## src/rtl/payload_receiver_pkg.sv

```systemverilog
// Shared definitions for the event/payload link: event-code bytes and the
// receive parser state encoding.
package payload_receiver_pkg;

  localparam logic [7:0] EVT_END_GAME    = 8'hAE;
  localparam logic [7:0] EVT_START_GAME  = 8'hA1;
  localparam logic [7:0] EVT_PLAYER_MOVE = 8'hB2;

  typedef enum logic {
    AGUARDA_CODIGO = 1'b0,
    RECEBENDO      = 1'b1
  } rx_state_t;

endpackage

```

## src/rtl/payload_receiver_inactivity_timer.sv

```systemverilog
// Counts consecutive enabled cycles since the last clear; o_expired is asserted on
// the cycle whose edge would bring the count to TIMEOUT_CYCLES.
module inactivity_timer
  import payload_receiver_pkg::*;
#(
  parameter int unsigned TIMEOUT_CYCLES = 50_000_000
) (
  input  logic clock,
  input  logic reset,
  input  logic i_clear,
  input  logic i_enable,
  output logic o_expired
);

  localparam int unsigned     TW    = $clog2(TIMEOUT_CYCLES + 1);
  localparam logic [TW-1:0]   LIMIT = TW'(TIMEOUT_CYCLES);
  localparam logic [TW-1:0]   LAST  = TW'(TIMEOUT_CYCLES - 1);

  logic [TW-1:0] r_count;

  always_ff @(posedge clock or posedge reset) begin
    if (reset) begin
      r_count <= '0;
    end else if (i_clear) begin
      r_count <= '0;
    end else if (i_enable && (r_count != LIMIT)) begin
      r_count <= r_count + 1'b1;
    end
  end

  // A clear in the same cycle wins over expiry.
  assign o_expired = i_enable && !i_clear && (r_count == LAST);

endmodule

```

## src/rtl/payload_receiver.sv

```systemverilog
// Waits for EVENT_CODE on the UART RX byte stream, then gathers RECV_BYTES_QTD
// payload bytes into buffer_recepcao (first byte in the MSBs) and pulses completion.
module payload_receiver
  import payload_receiver_pkg::*;
#(
  parameter logic [7:0]  EVENT_CODE     = EVT_END_GAME,
  parameter int unsigned RECV_BYTES_QTD = 1,
  parameter int unsigned TIMEOUT_CYCLES = 50_000_000
) (
  input  logic                          clock,
  input  logic                          reset,
  input  logic                          habilitar_recepcao,
  input  logic [7:0]                    dado_entrada,
  input  logic                          dado_recebido,
  output logic [8*RECV_BYTES_QTD-1:0]   buffer_recepcao,
  output logic                          recepcao_concluida,
  output logic                          recepcao_ocupada,
  output logic                          erro_timeout
);

  localparam int unsigned   BW        = 8 * RECV_BYTES_QTD;
  localparam int unsigned   CW        = $clog2(RECV_BYTES_QTD + 1);
  localparam logic [CW-1:0] LAST_BYTE = CW'(RECV_BYTES_QTD - 1);

  rx_state_t     r_state, w_state_next;
  logic [CW-1:0] r_count, w_count_next;
  logic [BW-1:0] r_buffer;
  logic [BW-1:0] w_shadow_next;
  logic          r_concluida, r_erro;
  logic          w_done, w_timeout;
  logic          w_timer_en, w_timer_clear, w_expired;

  assign w_timer_en    = (r_state == RECEBENDO) && habilitar_recepcao;
  assign w_timer_clear = dado_recebido || (r_state != RECEBENDO);

  inactivity_timer #(
    .TIMEOUT_CYCLES (TIMEOUT_CYCLES)
  ) u_timer (
    .clock     (clock),
    .reset     (reset),
    .i_clear   (w_timer_clear),
    .i_enable  (w_timer_en),
    .o_expired (w_expired)
  );

  // Shadow keeps only the earlier payload bytes; the final byte goes straight to the buffer.
  generate
    if (RECV_BYTES_QTD == 1) begin : g_single
      assign w_shadow_next = dado_entrada;
    end else begin : g_multi
      logic [BW-9:0] r_shadow;
      always_ff @(posedge clock) begin
        if ((r_state == RECEBENDO) && habilitar_recepcao && dado_recebido) begin
          r_shadow <= w_shadow_next[BW-9:0];
        end
      end
      assign w_shadow_next = {r_shadow, dado_entrada};
    end
  endgenerate

  always_comb begin
    w_state_next = r_state;
    w_count_next = r_count;
    w_done       = 1'b0;
    w_timeout    = 1'b0;
    case (r_state)
      AGUARDA_CODIGO: begin
        if (dado_recebido && habilitar_recepcao && (dado_entrada == EVENT_CODE)) begin
          w_state_next = RECEBENDO;
          w_count_next = '0;
        end
      end
      RECEBENDO: begin
        if (!habilitar_recepcao) begin
          w_state_next = AGUARDA_CODIGO;
          w_count_next = '0;
        end else if (dado_recebido) begin
          if (r_count == LAST_BYTE) begin
            w_done       = 1'b1;
            w_state_next = AGUARDA_CODIGO;
            w_count_next = '0;
          end else begin
            w_count_next = r_count + 1'b1;
          end
        end else if (w_expired) begin
          w_timeout    = 1'b1;
          w_state_next = AGUARDA_CODIGO;
          w_count_next = '0;
        end
      end
      default: begin
        w_state_next = AGUARDA_CODIGO;
        w_count_next = '0;
      end
    endcase
  end

  always_ff @(posedge clock or posedge reset) begin
    if (reset) begin
      r_state     <= AGUARDA_CODIGO;
      r_count     <= '0;
      r_buffer    <= '0;
      r_concluida <= 1'b0;
      r_erro      <= 1'b0;
    end else begin
      r_state     <= w_state_next;
      r_count     <= w_count_next;
      r_concluida <= w_done;
      r_erro      <= w_timeout;
      if (w_done) begin
        r_buffer <= w_shadow_next;
      end
    end
  end

  assign buffer_recepcao    = r_buffer;
  assign recepcao_concluida = r_concluida;
  assign recepcao_ocupada   = (r_state == RECEBENDO);
  assign erro_timeout       = r_erro;

endmodule

```

## config.mk

```make
export PLATFORM = sky130hd
export DESIGN_NAME = payload_receiver
export DESIGN_NICKNAME = d
export VERILOG_FILES = /design/src/rtl/payload_receiver_pkg.sv /design/src/rtl/payload_receiver_inactivity_timer.sv /design/src/rtl/payload_receiver.sv
export SDC_FILE = /design/constraint.sdc
export NUM_CORES = 1
export LEC_CHECK = 0
export CAP_MARGIN = 20
export CORE_MARGIN = 3
export CORE_UTILIZATION = 45
export DETAILED_ROUTE_END_ITERATION = 16
export MAX_ROUTING_LAYER = met4
export PLACE_DENSITY = 0.71
export SYNTH_ARGS = -nofsm -noshare
export SYNTH_HDL_FRONTEND = slang
export SYNTH_SLANG_ARGS = --single-unit
```

## constraint.sdc

```tcl
create_clock -name clock -period 2.4 [get_ports clock]
set_input_delay 0.48 -clock clock [delete_from_list [all_inputs] [get_ports clock]]
set_output_delay 0.48 -clock clock [all_outputs]
set_load 0.005 [all_outputs]
```

== After elaboration in Yosys (flattened, before gate mapping) ==
Index checks and enable logic that the tools add are counted.
Storage, ports and cells
  bits of input ports: 12
  logic and storage cells: 46
  output and inout bits: 11
  register bits after elaboration: 38
Operators by class
  reduce and logical (&&, ||, !) cells: 10
  bitwise operators: 1
  mux-type cells: 22
  add/subtract/negate cells: 2
  equal/unequal tests: 5
Operators by type and width (count)
  two-way mux 26 bit: 2
  adder 26 x 1 -> 26 bit (second input constant): 1
  equality test 26 bit (second input constant): 1
  inequality test 26 bit (second input constant): 1
  two-way mux 1 bit: 18
  equality test 8 bit (second input constant): 1
  logical AND 1 bit: 6
  inequality test 4 x 3 -> 1 bit (second input constant): 1
  case mux 1 bit (2 select lines): 2
  inequality test 2 x 1 -> 1 bit (second input constant): 1
  AND reduction 2 bit: 1
  nonzero test 2 bit: 1
  adder 1 bit (second input constant): 1
  zero test 1 bit: 1
  logical OR 1 bit: 1
  inverter 1 bit: 1

== Logic depth before layout (Yosys ltp) ==
  depth in word-level cells: 9
  depth in mapped cells: 6
  mapped depth without buffers: 6

== Modules after synthesis ==
From an unflattened synthesis, not the netlist that was laid out.
Unflattened totals
  cells, all modules: 192
  area total of the unflattened synthesis: 1915.6 um2
Modules (own cells, without submodules)
  inactivity_timer: sequential area each 650.6 um2, times used 1, area an instance 1458.9 um2, cells each 161
  payload_receiver: sequential area each 275.3 um2, times used 1, area an instance 456.7 um2, cells each 31

== Worst setup path after synthesis ==
No wires, ideal clock.
  path type: reg2reg
  from: reg u_timer.r_count[0]
  to: reg u_timer.r_count[22]
  setup slack: 416 ps
  data arrival time: 1906 ps
  cell stages (with the launch flop): 7
  period minus slack after synthesis: 1984 ps
  setup time: 78 ps
  path buffers: 1
  data required time: 2322 ps
  cells stage by stage: dfrtp_1 ha_1 nand3_2 or4_1 clkbuf_2 or4_1 a21oi_1
On the way
  word-level cells in the longest chain between the ends: 3
  elaborated cells between the ends (all ways): 6
  classes of those cells: add/sub (1); eq/ne (1); mux (2); reduce/logical (2)
Ends and longest elaborated chain
  from (decl): line payload_receiver_inactivity_timer.sv:19  | logic [TW-1:0] r_count;
  from (signal assigned): line payload_receiver_inactivity_timer.sv:27  | r_count <= r_count + 1'b1;
  adder 26 x 1 -> 26 bit or inequality test 26 bit (tied branches): line payload_receiver_inactivity_timer.sv:27, payload_receiver_inactivity_timer.sv:26
  two-way mux 26 bit or logical AND 1 bit (tied branches): line payload_receiver_inactivity_timer.sv:26  | end else if (i_enable && (r_count != LIMIT)) begin
  two-way mux 26 bit or nonzero test 2 bit (tied branches)
Several ways; a longest one is shown, not always the timed one. The select of a mux whose other input is x is not followed.
A chain may end at the register's enable or synchronous reset.

== Worst setup path after layout ==
Same ends and word-level chain as after synthesis.

==> flow_summary_export.csv <==
group,metric,value,unit
outcome,status,"finished, final reports clean",
worst_setup_path,path_common_cell,"or4_1",
synthesis,ys.flop_type,"dfrtp_1",
clock_tree,tritoncts,"yes",
final_layout,drive_gt1_share,12.1,%
sta,setup_viol,0,
clock_tree,h-tree-depth,2,
synthesis,synthDistinctLibCells,38,
sta,max_freq,465,MHz
global_routing,antenna_found_initial,0,
clock_tree,worstSkewPairLatency,0.29,ns
routing,ant_nets,0,
power,internal_power,0.986,mW
power,p_sw,0.240,mW
routing,avgViaCountPerCell,5.92,
floorplanning,die_w,71.3,um
worst_setup_path,cp-start-kind,"register",
synthesis,synthXorXnorAreaFrac,2.74,%
global_routing,grt_max_degree,38,
floorplanning,die_h,71.3,um
power,power_switching_share,19.6,%
clock_tree,postCtsSetupRepairBufs,0,
synthesis,yosys.area_share.simple,27.4,%
floorplanning,pin_count,23,
routing,drt_iter0_drc,128,
power,pwr-share-seq,51.0,%
clock_tree,cts.path.max_buffers,2,
sta,clock_skew,0.00727,ns
min_path,hold_class,"register to register",
place,hpwlAfterDp,2960,um
sta,timing.final.crit_share,89.6,%
final_layout,fin_area,0.00233,sq mm
run,maxCapViolations,0,
worst_setup_path,critPathCaptureType,"register",
routing,drc,0,
final_layout,num_antenna_cells,0,
clock_tree,hold_buffers,0,
power,leakage,0.899,nW
global_routing,grt_use_total,18.3,%
synthesis,synthMuxAreaShare,6.78,%
synthesis,yosysSeqAreaShare,48.2,%
power,p_total,1.23,mW
routing,drt-wirelength-per-cell,15.2,um
final_layout,layout.nets,236,
sta,worst_pin_slew,0.480,ns
synthesis,synth-edff-count,0,
synthesis,synth_nets,208,
sta,slew_headroom,68.0,%
worst_setup_path,timing.rr.start,"u_timer.r_count[0]$_DFFE_PP0P_",
synthesis,yosysTopAreaCell,"dfrtp_1",
routing,finalWirelength,4160,um
worst_setup_path,startpoint,"u_timer.r_count[0]$_DFFE_PP0P_",
routing,num_vias,1616,
worst_setup_path,crit_type,"register to register",
synthesis,syn_area_per_cell,9.90,sq um
routing,drtPass1Iterations,4,
floorplanning,rows,23,
clock_tree,cts_resized,0,
worst_setup_path,crit_arrival,2.36,ns
clock_tree,clk_pin_slew,0.07,ns
worst_setup_path,crit_chain,"ha_1, nand3_2, or4_1, or4_1, a21oi_1",
floorplanning,start_util,47.3,%
synthesis,synth_top_area_share,48.2,%
worst_setup_path,path_max_fanout,9,
power,comb_power_share,3.5,%
synthesis,yosysWarnings,0,
global_routing,overflow,0,
final_layout,area_growth,21.3,%
floorplanning,die_area,0.00509,sq mm
power,power_frac_clock,45.5,%
worst_setup_path,critPathMaxStageDelay,0.65,ns
sta,setup_tns,0,ns
global_routing,grt_pass1_wl,7230,um
place,port_buffers,22,
sta,drv_slew,0,
min_path,min-delay-start,"buffer_recepcao[4]$_DFFE_PP0P_",
sta,final_hold_viol_count,0,
synthesis,synth_compound_area_share,10.4,%
worst_setup_path,cp.required,2.61,ns
power,vdd_drop_max,340,uV
synthesis,synthesis.area,0.00192,sq mm
synthesis,synth_seq_cells,37,
floorplanning,coreArea,0.00406,sq mm
final_layout,fillers,350,
sta,grt_setup_unrepaired,"no",
place,dpl_cell_area,0.00221,sq mm
clock_tree,numCtsBuffers,5,
place,gp_congestion,0.863,
synthesis,synth_top_family_by_area,"simple AND/OR/NAND/NOR gates",
clock_tree,cts.sinks,37,
synthesis,synth.area.top_cells,"dfrtp_1 (48%), mux2_2 (4.7%), a21oi_1 (4.2%)",
synthesis,async_flop_share,100,%
global_routing,grt_pass1_vias,1525,
sta,period_minus_slack,2.15,ns
clock_tree,root_buffer,"clkbuf_8",
power,p_per_area,527,mW/mm^2
worst_setup_path,slowest_stage,"or4_1",
synthesis,synthAdderAreaFrac,1.30,%
synthesis,synthCells,194,
==> metrics by stage <==
stage          hold WS (ns)  cells  setup WS (ns)  util [%]
3_3_place_gp          0.486    265          0.241      54.5
2_1_floorplan         0.504    194          0.416         -
4_1_cts               0.510    273          0.248      57.4
6_report              0.507    273          0.250      57.4
3_5_place_dp          0.494    265          0.124      54.5
5_1_grt               0.529    273         0.0995      57.4
==> cells in the final DEF (no fill, tap or decap), types with 8 or more instances in the layout <==
master           instances
a21oi_1                 16
clkdlybuf4s50_1         22
dfrtp_1                 37
mux2_2                   8
nand2_1                 17
nand4_1                  9
nor2_1                   9
or3_1                    8
or4_1                    9
==> path summary, 6_finish.rpt <==
| kind | endpoint | slack (ns) | depth (start not counted) |
|---|---|---|---|
| hold / removal | buffer_recepcao[4]$_DFFE_PP0P_ | 0.51 | 1 |
| setup / recovery | u_timer.r_count[22]$_DFFE_PP0P_ | 0.25 | 5 |
| hold reg to reg | buffer_recepcao[4]$_DFFE_PP0P_ | 0.51 | 1 |
| max in group asynchronous | u_timer.r_count[19]$_DFFE_PP0P_ | 1.46 | 3 |
| min in group asynchronous | recepcao_concluida$_DFF_PP0_ | 0.60 | 3 |
| setup reg to reg | u_timer.r_count[22]$_DFFE_PP0P_ | 0.25 | 5 |
==> critical path: cells and delay by family (launching register included) <==
family / cells / cell delay (ns)
adders and majority gates: 1 / 0.24
and+or+nand+nor: 3 / 1.29
AOI/OAI and AO/OA: 1 / 0.14
DFF: 1 / 0.41
==> synth_stat cells, types with 2 or more instances <==
cell and number:
clkbuf_1 5, mux2_2 8, and2_1 2, and3_1 2
ha_1 2, nor3_1 5, nand4_1 9, nand3_1 7
o31ai_1 7, xnor2_1 4, inv_1 7, o21ai_0 7
nand3_2 3, or4_1 9, nand4b_1 2, a21oi_1 16
nor4_1 4, nand2b_1 4, dfrtp_1 37, nor2_1 9
mux2i_1 4, xor2_1 2, nand2_1 17, or3_1 8
==> cell families (layout without fill, tap and decap cells) <==
family / count (synthesis) / after routing
and+or+nand+nor: 89 / 89
DFF: 37 / 37
AOI/OAI and AO/OA: 34 / 34
buffers and inverters: 14 / 43
muxes: 12 / 12
xor gates and xnor gates: 6 / 6
adders and majority gates: 2 / 2
==> flip-flops by register name, indices dropped and copies added, names as in the netlist <==
register and cells:
buffer_recepcao 8, erro_timeout 1, recepcao_concluida 1, recepcao_ocupada 1, u_timer.r_count 26
==> power by group through the flow <==
stage	registers, mW	clock network (mW)	logic (mW)
2_1_floorplan	0.638	0	0.0127
3_3_place_gp	0.637	0	0.0441
3_5_place_dp	0.637	0	0.0443
4_1_cts	0.625	0.575	0.0445
5_1_grt	0.625	0.595	0.0477
6_report	0.625	0.558	0.0431
==> layer usage <==
metal  up-vias  global-route usage [%]  wire length, um
li1        777                       -                -
met1       792                    26.7             2100
met2        41                    25.0             1800
met3         6                    4.77              224
met4         0                    5.43               36
met5         -                       -                0
==> area by class of cell <==
cell class	instances	area (sq um)	area share (%)
Sequential cell	37	926	39.7
Clock buffer	7	86.3	3.71
Tap cell	50	62.6	2.69
Clock inverter	1	30.0	1.29
Inverter	7	26.3	1.13
Timing Repair Buffer	28	265	11.4
Multi-Input combinational cell	143	933	40.1
(Power assumes the default switching activity.)
